<file path="config.mk">
export PLATFORM = sky130hd
export DESIGN_NAME = eq2_bwd
export DESIGN_NICKNAME = d
export VERILOG_FILES = /design/src/rtl/eq2_bwd.sv
export SDC_FILE = /design/constraint.sdc
export NUM_CORES = 1
export LEC_CHECK = 0
export ABC_AREA = 1
export BUFFER_PORTS_ARGS = -buffer_cell sky130_fd_sc_hd__buf_2
export CAP_MARGIN = 25
export CORE_UTILIZATION = 55
export CTS_BUF_LIST = sky130_fd_sc_hd__clkbuf_4 sky130_fd_sc_hd__clkbuf_8
export CTS_CLUSTER_DIAMETER = 40
export CTS_CLUSTER_SIZE = 20
export DETAILED_ROUTE_END_ITERATION = 10
export HOLD_SLACK_MARGIN = 0.12
export PLACE_DENSITY = 0.79
export SLEW_MARGIN = 20
export SYNTH_ARGS = -nofsm -noshare
export SYNTH_HDL_FRONTEND = slang
export SYNTH_SLANG_ARGS = --single-unit
</file>
<file path="constraint.sdc">
create_clock -name clk -period 4.1 [get_ports clk]
set_clock_uncertainty 0.1 [all_clocks]
set_input_delay 0.205 -clock clk [delete_from_list [all_inputs] [get_ports clk]]
set_output_delay 0.205 -clock clk [all_outputs]
set_load 0.02 [all_outputs]
</file>
<file path="src/rtl/eq2_bwd.sv">
`default_nettype none
//------------------------------------------------------------------------------
// Module   : eq2_bwd
// Brief    : Gradient unit for the eq2 activation: grad_out = slope(X) * G,
//            2-stage elastic valid/ready pipeline with per-frame active count.
// Revision : 1.0 - initial release
//------------------------------------------------------------------------------
module eq2_bwd #(
   parameter int WIDTH = 8,
   parameter int CNT_W = 16
) (
   input  logic                 clk,
   input  logic                 rst,
   input  logic                 in_valid,
   output logic                 in_ready,
   input  logic [2*WIDTH-1:0]   x_in,
   input  logic [WIDTH-1:0]     g_in,
   input  logic                 in_last,
   output logic                 out_valid,
   input  logic                 out_ready,
   output logic [2*WIDTH-1:0]   grad_out,
   output logic                 out_last,
   output logic [CNT_W-1:0]     active_cnt,
   output logic                 cnt_valid
);

   localparam int                  c_xw      = 2 * WIDTH;
   localparam int                  c_k_int   = 2 * WIDTH - 1;
   localparam logic [c_xw-1:0]     c_k       = c_k_int[c_xw-1:0];
   localparam logic [CNT_W-1:0]    c_cnt_max = {CNT_W{1'b1}};
   localparam logic [CNT_W-1:0]    c_cnt_one = {{(CNT_W-1){1'b0}}, 1'b1};

   logic                r_rdy_en;
   logic                r_s1_v;
   logic [2:0]          r_s1_slope;
   logic [WIDTH-1:0]    r_s1_g;
   logic                r_s1_last;
   logic                r_s2_v;
   logic                r_s2_act;
   logic [c_xw-1:0]     r_grad;
   logic                r_last;
   logic [CNT_W-1:0]    r_cnt;
   logic [CNT_W-1:0]    r_active_cnt;
   logic                r_cnt_valid;

   logic [c_xw-1:0]     w_xp;
   logic [c_xw-1:0]     w_xm;
   logic [2:0]          w_sgn_p;
   logic [2:0]          w_sgn_m;
   logic [2:0]          w_slope;
   logic [c_xw-1:0]     w_gx;
   logic [c_xw-1:0]     w_prod;
   logic                w_s2_free;
   logic                w_s1_free;
   logic                w_in_hs;
   logic                w_out_hs;
   logic [CNT_W-1:0]    w_cnt_next;

   // Each sign term is 111 (-1), 001 (+1) or 000 (0); their 3-bit sum spans -2..+2.
   assign w_xp    = x_in + c_k;
   assign w_xm    = x_in - c_k;
   assign w_sgn_p = {3{w_xp[c_xw-1]}} | {2'b00, |w_xp};
   assign w_sgn_m = {3{w_xm[c_xw-1]}} | {2'b00, |w_xm};
   assign w_slope = w_sgn_p + w_sgn_m;

   assign w_gx = {{WIDTH{r_s1_g[WIDTH-1]}}, r_s1_g};

   always_comb begin
      w_prod = '0;
      case (r_s1_slope)
         3'b001:  w_prod = w_gx;
         3'b010:  w_prod = {w_gx[c_xw-2:0], 1'b0};
         3'b111:  w_prod = -w_gx;
         3'b110:  w_prod = -{w_gx[c_xw-2:0], 1'b0};
         default: w_prod = '0;
      endcase
   end

   assign w_s2_free = !r_s2_v || out_ready;
   assign w_s1_free = !r_s1_v || w_s2_free;
   assign in_ready  = r_rdy_en && w_s1_free;
   assign w_in_hs   = in_valid && in_ready;
   assign w_out_hs  = r_s2_v && out_ready;

   assign w_cnt_next = (r_s2_act && (r_cnt != c_cnt_max)) ? r_cnt + c_cnt_one : r_cnt;

   always_ff @(posedge clk or posedge rst) begin
      if (rst) begin
         r_rdy_en   <= 1'b0;
         r_s1_v     <= 1'b0;
         r_s1_slope <= '0;
         r_s1_g     <= '0;
         r_s1_last  <= 1'b0;
      end else begin
         r_rdy_en <= 1'b1;
         if (w_s1_free) begin
            r_s1_v <= w_in_hs;
         end
         if (w_in_hs) begin
            r_s1_slope <= w_slope;
            r_s1_g     <= g_in;
            r_s1_last  <= in_last;
         end
      end
   end

   always_ff @(posedge clk or posedge rst) begin
      if (rst) begin
         r_s2_v   <= 1'b0;
         r_s2_act <= 1'b0;
         r_grad   <= '0;
         r_last   <= 1'b0;
      end else if (w_s2_free) begin
         r_s2_v <= r_s1_v;
         if (r_s1_v) begin
            r_s2_act <= (r_s1_slope != 3'b000);
            r_grad   <= w_prod;
            r_last   <= r_s1_last;
         end
      end
   end

   // The closing beat of a frame publishes the count including itself and restarts at 0.
   always_ff @(posedge clk or posedge rst) begin
      if (rst) begin
         r_cnt        <= '0;
         r_active_cnt <= '0;
         r_cnt_valid  <= 1'b0;
      end else begin
         r_cnt_valid <= 1'b0;
         if (w_out_hs) begin
            if (r_last) begin
               r_active_cnt <= w_cnt_next;
               r_cnt_valid  <= 1'b1;
               r_cnt        <= '0;
            end else begin
               r_cnt <= w_cnt_next;
            end
         end
      end
   end

   assign out_valid  = r_s2_v;
   assign grad_out   = r_grad;
   assign out_last   = r_last;
   assign active_cnt = r_active_cnt;
   assign cnt_valid  = r_cnt_valid;

endmodule
`default_nettype wire
</file>
==> results of run 1 <==
-- critical path, stage by stage, from the launching register on --
cell and delay (ns):
dfrtp_1 0.44, ha_1 0.30, nand3_2 0.13, inv_2 0.05, nand2_2 0.08, nor2_1 0.06
nor2_2 0.45, o21ai_0 0.23, nand3_1 0.13, nand2_1 0.06
-- flip-flops by register name (all words and copies together) (netlist names) --
register	cells
active_cnt	16
grad_out	16
r_cnt	16
r_s1_g	8
r_s1_slope	3
cnt_valid	1
out_last	1
out_valid	1
r_rdy_en	1
r_s1_last	1
r_s1_v	1
r_s2_act	1
-- logic make-up after synthesis --
group	count (synthesis)	share of synthesized area
simple gates	339	0.391
flops	66	0.445
buf+inv	55	0.0617
compound gates	37	0.0563
fa+ha+maj	6	0.0243
xor+xnor	6	0.0142
mux	2	0.00607
other cells	1	0.00101
-- power groups by stage --
stage,Sequential (mW),Combinational (mW),Clock [mW]
4_1_cts,1.04,0.899,0.503
3_3_place_gp,1.04,0.863,0
2_1_floorplan,1.16,0.514,0
3_5_place_dp,1.05,0.888,0
5_1_grt,1.07,1.02,0.535
6_report,1.04,0.895,0.495
-- worst max-delay path by stage --
stage / endpoint / depth (start not counted)
2_1_floorplan: r_s1_slope[1] / 8
3_3_place_gp: r_s1_slope[1] / 9
3_5_place_dp: r_s1_slope[1] / 9
4_1_cts: active_cnt[3] / 9
5_1_grt: active_cnt[3] / 9
6_report: active_cnt[3] / 9
-- through the flow --
step	util	hold slack, ns	instances	power (mW)
6_report	0.681	0.296	671	2.43
5_1_grt	0.681	0.341	671	2.62
4_1_cts	0.681	0.291	671	2.44
3_5_place_dp	0.636	0.163	645	1.94
3_3_place_gp	0.635	0.160	644	1.90
2_1_floorplan	-	0.255	512	1.68
-- what timing repair did --
item,CTS,global route
hold buffers,11,0
setup buffers,0,0
endpoints found under the setup margin,0,0
endpoints found under the hold margin,35,0
-- cell usage in the layout (no fill, tap or decap), types with 4 or more instances in the layout --
master           n
buf_2           64
ha_1             4
o21ai_0         16
nand3_1         65
inv_1           41
dlygate4sd3_1   11
a21oi_1         11
nand2_2         12
dfrtp_1         66
xor2_1           4
clkbuf_8        11
nand2_1        194
o22ai_1          7
nand4_1         12
nor2_1          46
-- routing by layer --
metal / wire, µm / up-vias
met4: 104 / 0
met3: 288 / 12
met5: 0 / -
met2: 4120 / 78
li1: - / 1806
met1: 3700 / 1621
-- area by class of cell --
cell class                      count  area (µm²)
Fill cell                         536        2050
Multi-Input combinational cell    391        1830
Sequential cell                    66        1650
Timing Repair Buffer               78         457
Clock buffer                       13         166
Inverter                           44         165
Tap cell                           77        96.3
Clock inverter                      2        12.5
==> flow_summary.json, run 1 <==
{
  "holdCritStartpoint": "x_in[13]",
  "detailroute.via_count": 3517,
  "drtIter0Drc": 180,
  "tritoncts": "yes",
  "power_frac_comb": 0.368,
  "clock_tree.buffer_depth": 2,
  "hold_path.class": "input port to flop",
  "power.density_nw_per_um2": 556,
  "p_sw_mw": 1.01,
  "syn_avg_cell_area_um2": 7.24,
  "critical_path.endpoint_type": "flop",
  "vdd.ir_drop.worst_v": 0.000211,
  "timing.fmax_mhz": 466,
  "synth-edff-count": 0,
  "grt_overflow_total": 0,
  "status": "finished, violations left",
  "clock_tree.htree_level_count": 3,
  "worst-endpoint-arrival_ns": 2.28,
  "grt_max_degree": 43,
  "hold-path-cell-count": 6,
  "postLayoutSetupSlackWorst_ns": 1.95,
  "die-height_um": 84.1,
  "ffs_w_async_s_r_synth": 1.00,
  "cts_buffers": 9,
  "netlist.top_cell.by_area": "dfrtp_1",
  "r2r_cells": 9,
  "post-synth-top-count-cell": "nand2_1",
  "grt_pass1_wl_mm": 14.4,
  "maxSlewViolCount": 0,
  "grt_most_used_layer": "met2",
  "post_synth_main_area_contributors": "dfrtp_1 (45%), nand2_1 (20%), nand3_1 (8.8%)",
  "chipWidth_um": 84.1,
  "syn-num-nets": 547,
  "pwr-share-clk": 0.203,
  "violations": "design-rule violations",
  "final_layout_size_suffix_gt1_frac": 0.175,
  "pwr-share-seq": 0.429,
  "finalCritPeriodShare": 0.524,
  "numClockSinks": 66,
  "critical_path.startpoint_type": "flop",
  "hpwlAfterDp_mm": 5.90,
  "reg2reg_to": "active_cnt[3]",
  "finalWeightedCongestion": 0.937,
  "r2r_slack_ns": 1.95,
  "dp_worst_setup_slack_ns": 1.83,
  "nets": 625,
  "port_buffers": 64,
  "via_per_inst": 5.24,
  "internal_power_mw": 1.43,
  "hold_viol_final": 0,
  "maxSlewHeadroom": 0.538,
  "worst-slew-pin-transition_ns": 0.691,
  "first_global_vias": 3331,
  "grtUsageTotal": 0.252,
  "global_routing_met2_resource_utilization": 0.452,
  "netlist.area_leader.share": 0.445,
  "use_met1": 0.307,
  "rows": 29,
  "ys_seq_area_frac": 0.445,
  "cts_resized": 0,
  "final_area_um2": 4380,
  "postSynthRegisterBits": 66,
  "synth_cell_types": 33,
  "overall_routed_net_length_mm": 8.21,
  "worst_r2r_startpoint": "r_cnt[0]",
  "grt_antenna_before_repair": 0,
  "start_util": 0.577,
  "unrepaired_setup_endpoints_after_global_routing": "no",
  "clock_latency_of_the_later_clocked_register_in_the_worst_skew_pair_ns": 0.34,
  "cap_viol_max_count": 0,
  "total_standard_cell_area_after_synthesis_um2": 3710,
  "netlist_instances": 512,
  "cts_root_buffer": "clkbuf_8",
  "whs_endpoint": "r_s1_slope[0]",
  "placed_area_um2": 4090,
  "ios": 65,
  "dr.pass1.iters": 8,
  "yosys_warnings": 0,
  "setup-violations-final": 0,
  "setup-tns-final_ns": 0,
  "synthFlopType": "dfrtp_1",
  "core_area_um2": 6420,
  "worst-endpoint-required_ns": 4.23,
  "finalWorstPathRequiredPeriod_ns": 2.15,
  "drcViolationCount": 10,
  "synth_commonest_cells": "nand2_1 (194), dfrtp_1 (66), nand3_1 (65), nor2_1 (46), inv_1 (42)",
  "antenna_violating_nets_post_route": 0,
  "die_area_um2": 7080,
  "clk_transition_reported_paths_ns": 0.07,
  "n_antenna_cell": 0,
  "static-leakage-power_nw": 2.35,
  "power.share.switching": 0.414,
  "syn2layout_area_growth_pct": 18.0,
  "grtUsageMet3": 0.0524,
  "wire_per_inst_um": 12.2,
  "worstSetupStartpoint": "r_cnt[0]",
  "worstPathMaxFanout": 15,
  "critical_path_class": "flop to flop"
}
(Power assumes the default switching activity.)
==> run 2: changes to the inputs <==
--- a/config.mk
+++ b/config.mk
@@ -5,7 +5,7 @@
 export SDC_FILE = /design/constraint.sdc
 export NUM_CORES = 1
 export LEC_CHECK = 0
-export ABC_AREA = 1
+export ABC_AREA = 0
 export BUFFER_PORTS_ARGS = -buffer_cell sky130_fd_sc_hd__buf_2
 export CAP_MARGIN = 25
 export CORE_UTILIZATION = 55
==> constraint.sdc (replaced) <==
create_clock -name clk -period 2.23 [get_ports clk]
set_clock_uncertainty 0.1 [all_clocks]
set_input_delay 0.1115 -clock clk [delete_from_list [all_inputs] [get_ports clk]]
set_output_delay 0.1115 -clock clk [all_outputs]
set_load 0.02 [all_outputs]
==> flow_summary.json, run 2 <==
{
  "detailroute.via_count": 3188,
  "unrepaired_setup_endpoints_after_global_routing": "yes",
  "hold_path.class": "input port to flop",
  "syn-num-nets": 426,
  "syn_avg_cell_area_um2": 9.56,
  "chipWidth_um": 84.4,
  "port_buffers": 64,
  "maxSlewHeadroom": 0.539,
  "maxSlewViolCount": 0,
  "first_global_vias": 3025,
  "netlist_instances": 391,
  "timing.fmax_mhz": 442,
  "grtUsageMet3": 0.0580,
  "finalWeightedCongestion": 0.874,
  "layout.cells.most_common": "dfrtp_1",
  "hpwlAfterDp_mm": 5.76,
  "violations": "design-rule violations, negative setup slack",
  "fin_worst_hold_slack_ns": 0.142,
  "drtIter0Drc": 158,
  "grt_overflow_total": 0,
  "netlist.top_cell.by_area": "dfrtp_1",
  "critical_path.startpoint_type": "flop",
  "start_util": 0.578,
  "tritoncts": "yes",
  "syn2layout_area_growth_pct": 20.7,
  "setup-violations-final": 1,
  "drcViolationCount": 4,
  "netlist.area_leader.share": 0.442,
  "crit_buf_inv": 1,
  "power_frac_comb": 0.289,
  "grt_max_degree": 36,
  "use_met1": 0.286,
  "post-synth-top-count-cell": "dfrtp_1",
  "postLayoutSetupSlackWorst_ns": -0.0347,
  "die-height_um": 84.4,
  "grtUsageTotal": 0.245,
  "postSynthRegisterBits": 66,
  "critical_path.cell_chain": "or4_4, nor4_4, inv_1, ha_4, o21ai_2, a221oi_2, a21oi_1",
  "slowest_cell_on_crit_path": "or4_4",
  "clock_tree.htree_level_count": 3,
  "critical_path_class": "flop to flop",
  "grt_antenna_before_repair": 0,
  "pwr-share-seq": 0.414,
  "hold_viol_final": 0,
  "via_per_inst": 5.82,
  "critical_path.max_stage_delay_ns": 0.55,
  "core_area_um2": 6460,
  "status": "finished, violations left",
  "cts_buffers": 9,
  "wire_per_inst_um": 15.0,
  "total_standard_cell_area_after_synthesis_um2": 3740,
  "power.share.switching": 0.337,
  "worst-slew-pin-transition_ns": 0.690,
  "grt_pass1_wl_mm": 13.7,
  "nets": 501,
  "ffs_w_async_s_r_synth": 1.00,
  "dr.pass1.iters": 9,
  "internal_power_mw": 2.52,
  "grt_most_used_layer": "met2",
  "final_cell_mix": "dfrtp_1 (66), buf_2 (64), nand2_1 (43), o21ai_0 (30), nor2_1 (23)",
  "numClockSinks": 66,
  "post_synth_main_area_contributors": "dfrtp_1 (44%), nand2_1 (4.3%), o21ai_0 (4.3%)",
  "worst_path_dominant_cell_family": "simple AND/OR/NAND/NOR gates",
  "totalPowerFinal_mw": 3.81,
  "worst-endpoint-arrival_ns": 2.39,
  "pwr-share-clk": 0.297,
  "clock_tree.buffer_depth": 2,
  "worst-endpoint-required_ns": 2.36,
  "die_area_um2": 7130,
  "synth_commonest_cells": "dfrtp_1 (66), nand2_1 (43), o21ai_0 (32), nor2_1 (23), a21oi_1 (17)",
  "ios": 65,
  "yosys_warnings": 0,
  "antenna_violating_nets_post_route": 0,
  "cap_viol_max_count": 0,
  "worstPathMaxFanout": 2,
  "finalWorstPathRequiredPeriod_ns": 2.26,
  "static-leakage-power_nw": 2.10,
  "clk_transition_reported_paths_ns": 0.07,
  "rows": 29,
  "cts_root_buffer": "clkbuf_8",
  "synthFlopType": "dfrtp_1",
  "synth-edff-count": 0,
  "power.density_nw_per_um2": 844,
  "vdd.ir_drop.worst_v": 0.000472,
  "placed_area_um2": 4130,
  "p_sw_mw": 1.28,
  "finalCritPeriodShare": 1.02,
  "clock_latency_of_the_later_clocked_register_in_the_worst_skew_pair_ns": 0.35,
  "final_layout_size_suffix_gt1_frac": 0.278,
  "n_antenna_cell": 0,
  "global_routing_met2_resource_utilization": 0.444,
  "ys_seq_area_frac": 0.442,
  "synth_cell_types": 63,
  "critical_path.endpoint_type": "flop",
  "final_area_um2": 4510,
  "overall_routed_net_length_mm": 8.23
}
## run 2: cell count changes after synthesis, sizes merged, moves of 7 or more
cell	change
inv	-31
a21o	+8
xnor2	+8
buf	+7
o31ai	+9
nand3	-54
o21ai	+19
a21oi	+8
clkbuf	+8
nor2	-25
mux2	+9
xor2	+7
nand2	-162
nor3	+9
## run 2: worst reg2reg max path, stage by stage (launching register included)
cell,delay [ns]
dfrtp_1,0.38
or4_4,0.55
nor4_4,0.33
inv_1,0.12
ha_4,0.29
o21ai_2,0.05
a221oi_2,0.23
a21oi_1,0.09
## run 2: power groups by stage
| stage | Combinational [mW] | Clock (mW) | Sequential [mW] |
|---|---|---|---|
| 3_3_place_gp | 1.04 | 0 | 1.58 |
| 6_report | 1.10 | 1.13 | 1.57 |
| 5_1_grt | 1.21 | 1.20 | 1.60 |
| 3_5_place_dp | 1.06 | 0 | 1.59 |
| 2_1_floorplan | 0.602 | 0 | 1.72 |
| 4_1_cts | 1.09 | 1.14 | 1.57 |
## run 2: layer usage
layer	up-vias	wire length (µm)
li1	1556	-
met1	1500	3420
met2	110	4210
met3	22	427
met4	0	171
met5	-	0
## run 2: through the flow
| stage | util | setup slack (ns) | cells | TNS (ns) |
|---|---|---|---|---|
| CTS | 0.691 | 0.0314 | 546 | 0 |
| detailed placement | 0.640 | 0.0488 | 519 | 0 |
| floorplan | - | 0.109 | 391 | 0 |
| global route | 0.698 | -0.126 | 548 | -0.353 |
| global placement | 0.640 | 0.103 | 519 | 0 |
| finish | 0.698 | -0.0347 | 548 | -0.0347 |
## run 2: logic make-up (layout without fill, tap and decap cells)
kind of cell,Yosys count,after routing,synth area share
adders and majority gates,6,6,0.0241
DFF,66,66,0.442
and+or+nand+nor,143,143,0.221
muxes,13,13,0.0385
other,1,1,0.00100
buffers and inverters,38,118,0.0435
xor gates and xnor gates,21,21,0.0492
AOI/OAI and AO/OA,103,103,0.181
## run 2: path summary, 6_finish.rpt
kind	start	endpoint	slack, ns	cells past startpoint
max	r_s1_g[3]	grad_out[7]	-0.03	7
min	x_in[0]	r_s1_slope[0]	0.14	4
max reg2reg	r_s1_g[3]	grad_out[7]	-0.03	7
min reg2reg	r_s1_last	out_last	0.37	2
max in group asynchronous	rst	active_cnt[5]	1.05	4
min in group asynchronous	rst	r_s1_v	0.32	3
## run 2: final cells by class
cell class,instances,area [µm²]
timing repair buffer,90,543
clock inverter,5,77.6
inverter,12,45.0
multi-input combinational,287,1950
sequential,66,1650
tap,77,96.3
fill,507,1950
clock buffer,11,145
## run 2: what timing repair did
item,in CTS,in global routing
buffers inserted,0,2
endpoints found under the hold margin,43,0
endpoints found under the setup margin,0,6
gates resized for setup,0,6
hold buffers,11,0
==> run 3: changes to the inputs <==
--- a/config.mk
+++ b/config.mk
@@ -6,15 +6,16 @@
 export NUM_CORES = 1
 export LEC_CHECK = 0
 export ABC_AREA = 0
-export BUFFER_PORTS_ARGS = -buffer_cell sky130_fd_sc_hd__buf_2
 export CAP_MARGIN = 25
 export CORE_UTILIZATION = 55
 export CTS_BUF_LIST = sky130_fd_sc_hd__clkbuf_4 sky130_fd_sc_hd__clkbuf_8
 export CTS_CLUSTER_DIAMETER = 40
 export CTS_CLUSTER_SIZE = 20
 export DETAILED_ROUTE_END_ITERATION = 10
+export DONT_BUFFER_PORTS = 1
 export HOLD_SLACK_MARGIN = 0.12
-export PLACE_DENSITY = 0.79
+export PLACE_DENSITY = 0.7
+export SKIP_LAST_GASP = 1
 export SLEW_MARGIN = 20
 export SYNTH_ARGS = -nofsm -noshare
 export SYNTH_HDL_FRONTEND = slang
==> flow_summary.json, run 3 (same netlist as run 2, synthesis figures left out) <==
{
  "status": "finished, violations left",
  "violations": "design-rule violations",
  "hpwlAfterDp_mm": 5.52,
  "postLayoutSetupSlackWorst_ns": 0.0802,
  "start_util": 0.578,
  "finalWorstPathRequiredPeriod_ns": 2.15,
  "worstPathMaxFanout": 2,
  "tritoncts": "yes",
  "detailroute.via_count": 3009,
  "finalCritPeriodShare": 0.964,
  "clock_tree.htree_level_count": 3,
  "r2r_cells": 7,
  "timing.fmax_mhz": 465,
  "worst-endpoint-arrival_ns": 2.28,
  "worst-slew-pin-transition_ns": 0.698,
  "port_buffers": 0,
  "cts_root_buffer": "clkbuf_8",
  "static-leakage-power_nw": 1.87,
  "chipWidth_um": 84.4,
  "setup-violations-final": 0,
  "ios": 65,
  "filler_cell_count": 529,
  "critical_path.startpoint_type": "input port",
  "antenna_violating_nets_post_route": 0,
  "die-height_um": 84.4,
  "maxSlewHeadroom": 0.535,
  "drtIter0Drc": 117,
  "grt_antenna_before_repair": 0,
  "hold_path.class": "input port to async pin",
  "dr.pass1.iters": 9,
  "grt_max_degree": 49,
  "worst-endpoint-required_ns": 2.36,
  "layout.cells.non_filler": 502,
  "layout.cells.most_common": "dfrtp_1",
  "wire_per_inst_um": 16.4,
  "r2r_slack_ns": 0.09,
  "critical_path.endpoint_type": "flop",
  "totalPowerFinal_mw": 3.45,
  "grt_pass1_wl_mm": 13.6,
  "worst_r2r_startpoint": "r_s1_g[0]",
  "cap_viol_max_count": 0,
  "critical_path_class": "input port to flop",
  "placed_cells": 459,
  "final_cell_mix": "dfrtp_1 (66), nand2_1 (43), o21ai_0 (32), dlygate4sd3_1 (27), nor2_1 (23)",
  "syn2layout_area_growth_pct": 15.3,
  "unrepaired_setup_endpoints_after_global_routing": "yes",
  "clock_tree.buffer_depth": 2,
  "grtUsageTotal": 0.243,
  "cts_buffers": 9,
  "die_area_um2": 7130,
  "final_layout_size_suffix_gt1_frac": 0.158,
  "nets": 455,
  "overall_routed_net_length_mm": 8.22,
  "reg2reg_to": "grad_out[7]",
  "power.density_nw_per_um2": 801,
  "first_global_vias": 2931,
  "cts.repair_timing.setup_buffer_count": 0,
  "hold_viol_final": 0,
  "core_area_um2": 6460,
  "drcViolationCount": 2,
  "finalWeightedCongestion": 0.850,
  "rows": 29,
  "maxSlewViolCount": 0,
  "clk_transition_reported_paths_ns": 0.07,
  "vdd.ir_drop.worst_v": 0.000441,
  "numClockSinks": 66,
  "setup-tns-final_ns": 0,
  "via_per_inst": 5.99,
  "grt_overflow_total": 0,
  "clock_latency_of_the_later_clocked_register_in_the_worst_skew_pair_ns": 0.34,
  "n_antenna_cell": 0,
  "final_core_utilization": 0.667,
  "dp_worst_setup_slack_ns": 0.121
}
## run 3: changes by cell type in the layout (fill, tap and decap cells not counted), sizes merged
| cell | before | now |
|---|---|---|
| dlygate4sd3 | 11 | 27 |
| bufinv | 2 | 0 |
| buf | 79 | 17 |
| clkinvlp | 1 | 2 |
| clkinv | 2 | 3 |
## run 3: power breakdown
part	internal [mW]	switching, mW	total (mW)
Combinational	0.368	0.416	0.784
Clock	0.440	0.472	0.912
Sequential	1.40	0.355	1.75
## run 3: how the worst max path moves through the flow
stage / start / endpoint / slack [ns] / cells past startpoint
after floorplan: r_s1_g[3] / grad_out[7] / 0.11 / 8
after global placement: r_s1_g[0] / grad_out[7] / 0.14 / 7
after detailed placement: r_s1_g[0] / grad_out[7] / 0.12 / 7
after CTS: x_in[9] / r_s1_slope[1] / 0.07 / 8
after global routing: r_s1_g[0] / grad_out[7] / -0.04 / 7
final: x_in[9] / r_s1_slope[1] / 0.08 / 8
## run 3: what timing repair did
item,in CTS,in global routing
endpoints found under the setup margin,0,4
hold endpoints to repair,81,0
resized for setup,0,2
hold buffers,27,0
## run 3: metrics by stage
stage / instance area, µm² / hold WS [ns]
2_1_floorplan: 3740 / 0.162
3_3_place_gp: 3850 / -0.0844
3_5_place_dp: 3850 / -0.0789
4_1_cts: 4300 / 0.123
5_1_grt: 4310 / 0.147
6_report: 4310 / 0.118
## run 3: per-layer routing
layer | share of wire | global-route usage | vias to the layer above
met5 | 0 | 0 | -
met4 | 0.014 | 0.0740 | 0
met3 | 0.046 | 0.0649 | 11
met2 | 0.51 | 0.434 | 71
met1 | 0.43 | 0.288 | 1460
li1 | - | - | 1467
## run 3: final cells by class
type / instances / area (µm²) / share of cell area
Multi-Input combinational cell: 287 / 1930 / 0.448
Sequential cell: 66 / 1650 / 0.383
Timing Repair Buffer: 44 / 410 / 0.0953
Clock buffer: 11 / 145 / 0.0337
Tap cell: 77 / 96.3 / 0.0224
Inverter: 12 / 45.0 / 0.0105
Clock inverter: 5 / 30.0 / 0.00697
## run 3: worst max-delay path, cell delays in order
cell and delay, ns:
nand4_1 0.07, or2_2 0.34, nor3_2 0.14, nand4_1 0.10
dlygate4sd3_1 0.56, ha_1 0.24, fa_1 0.45, mux2_2 0.27
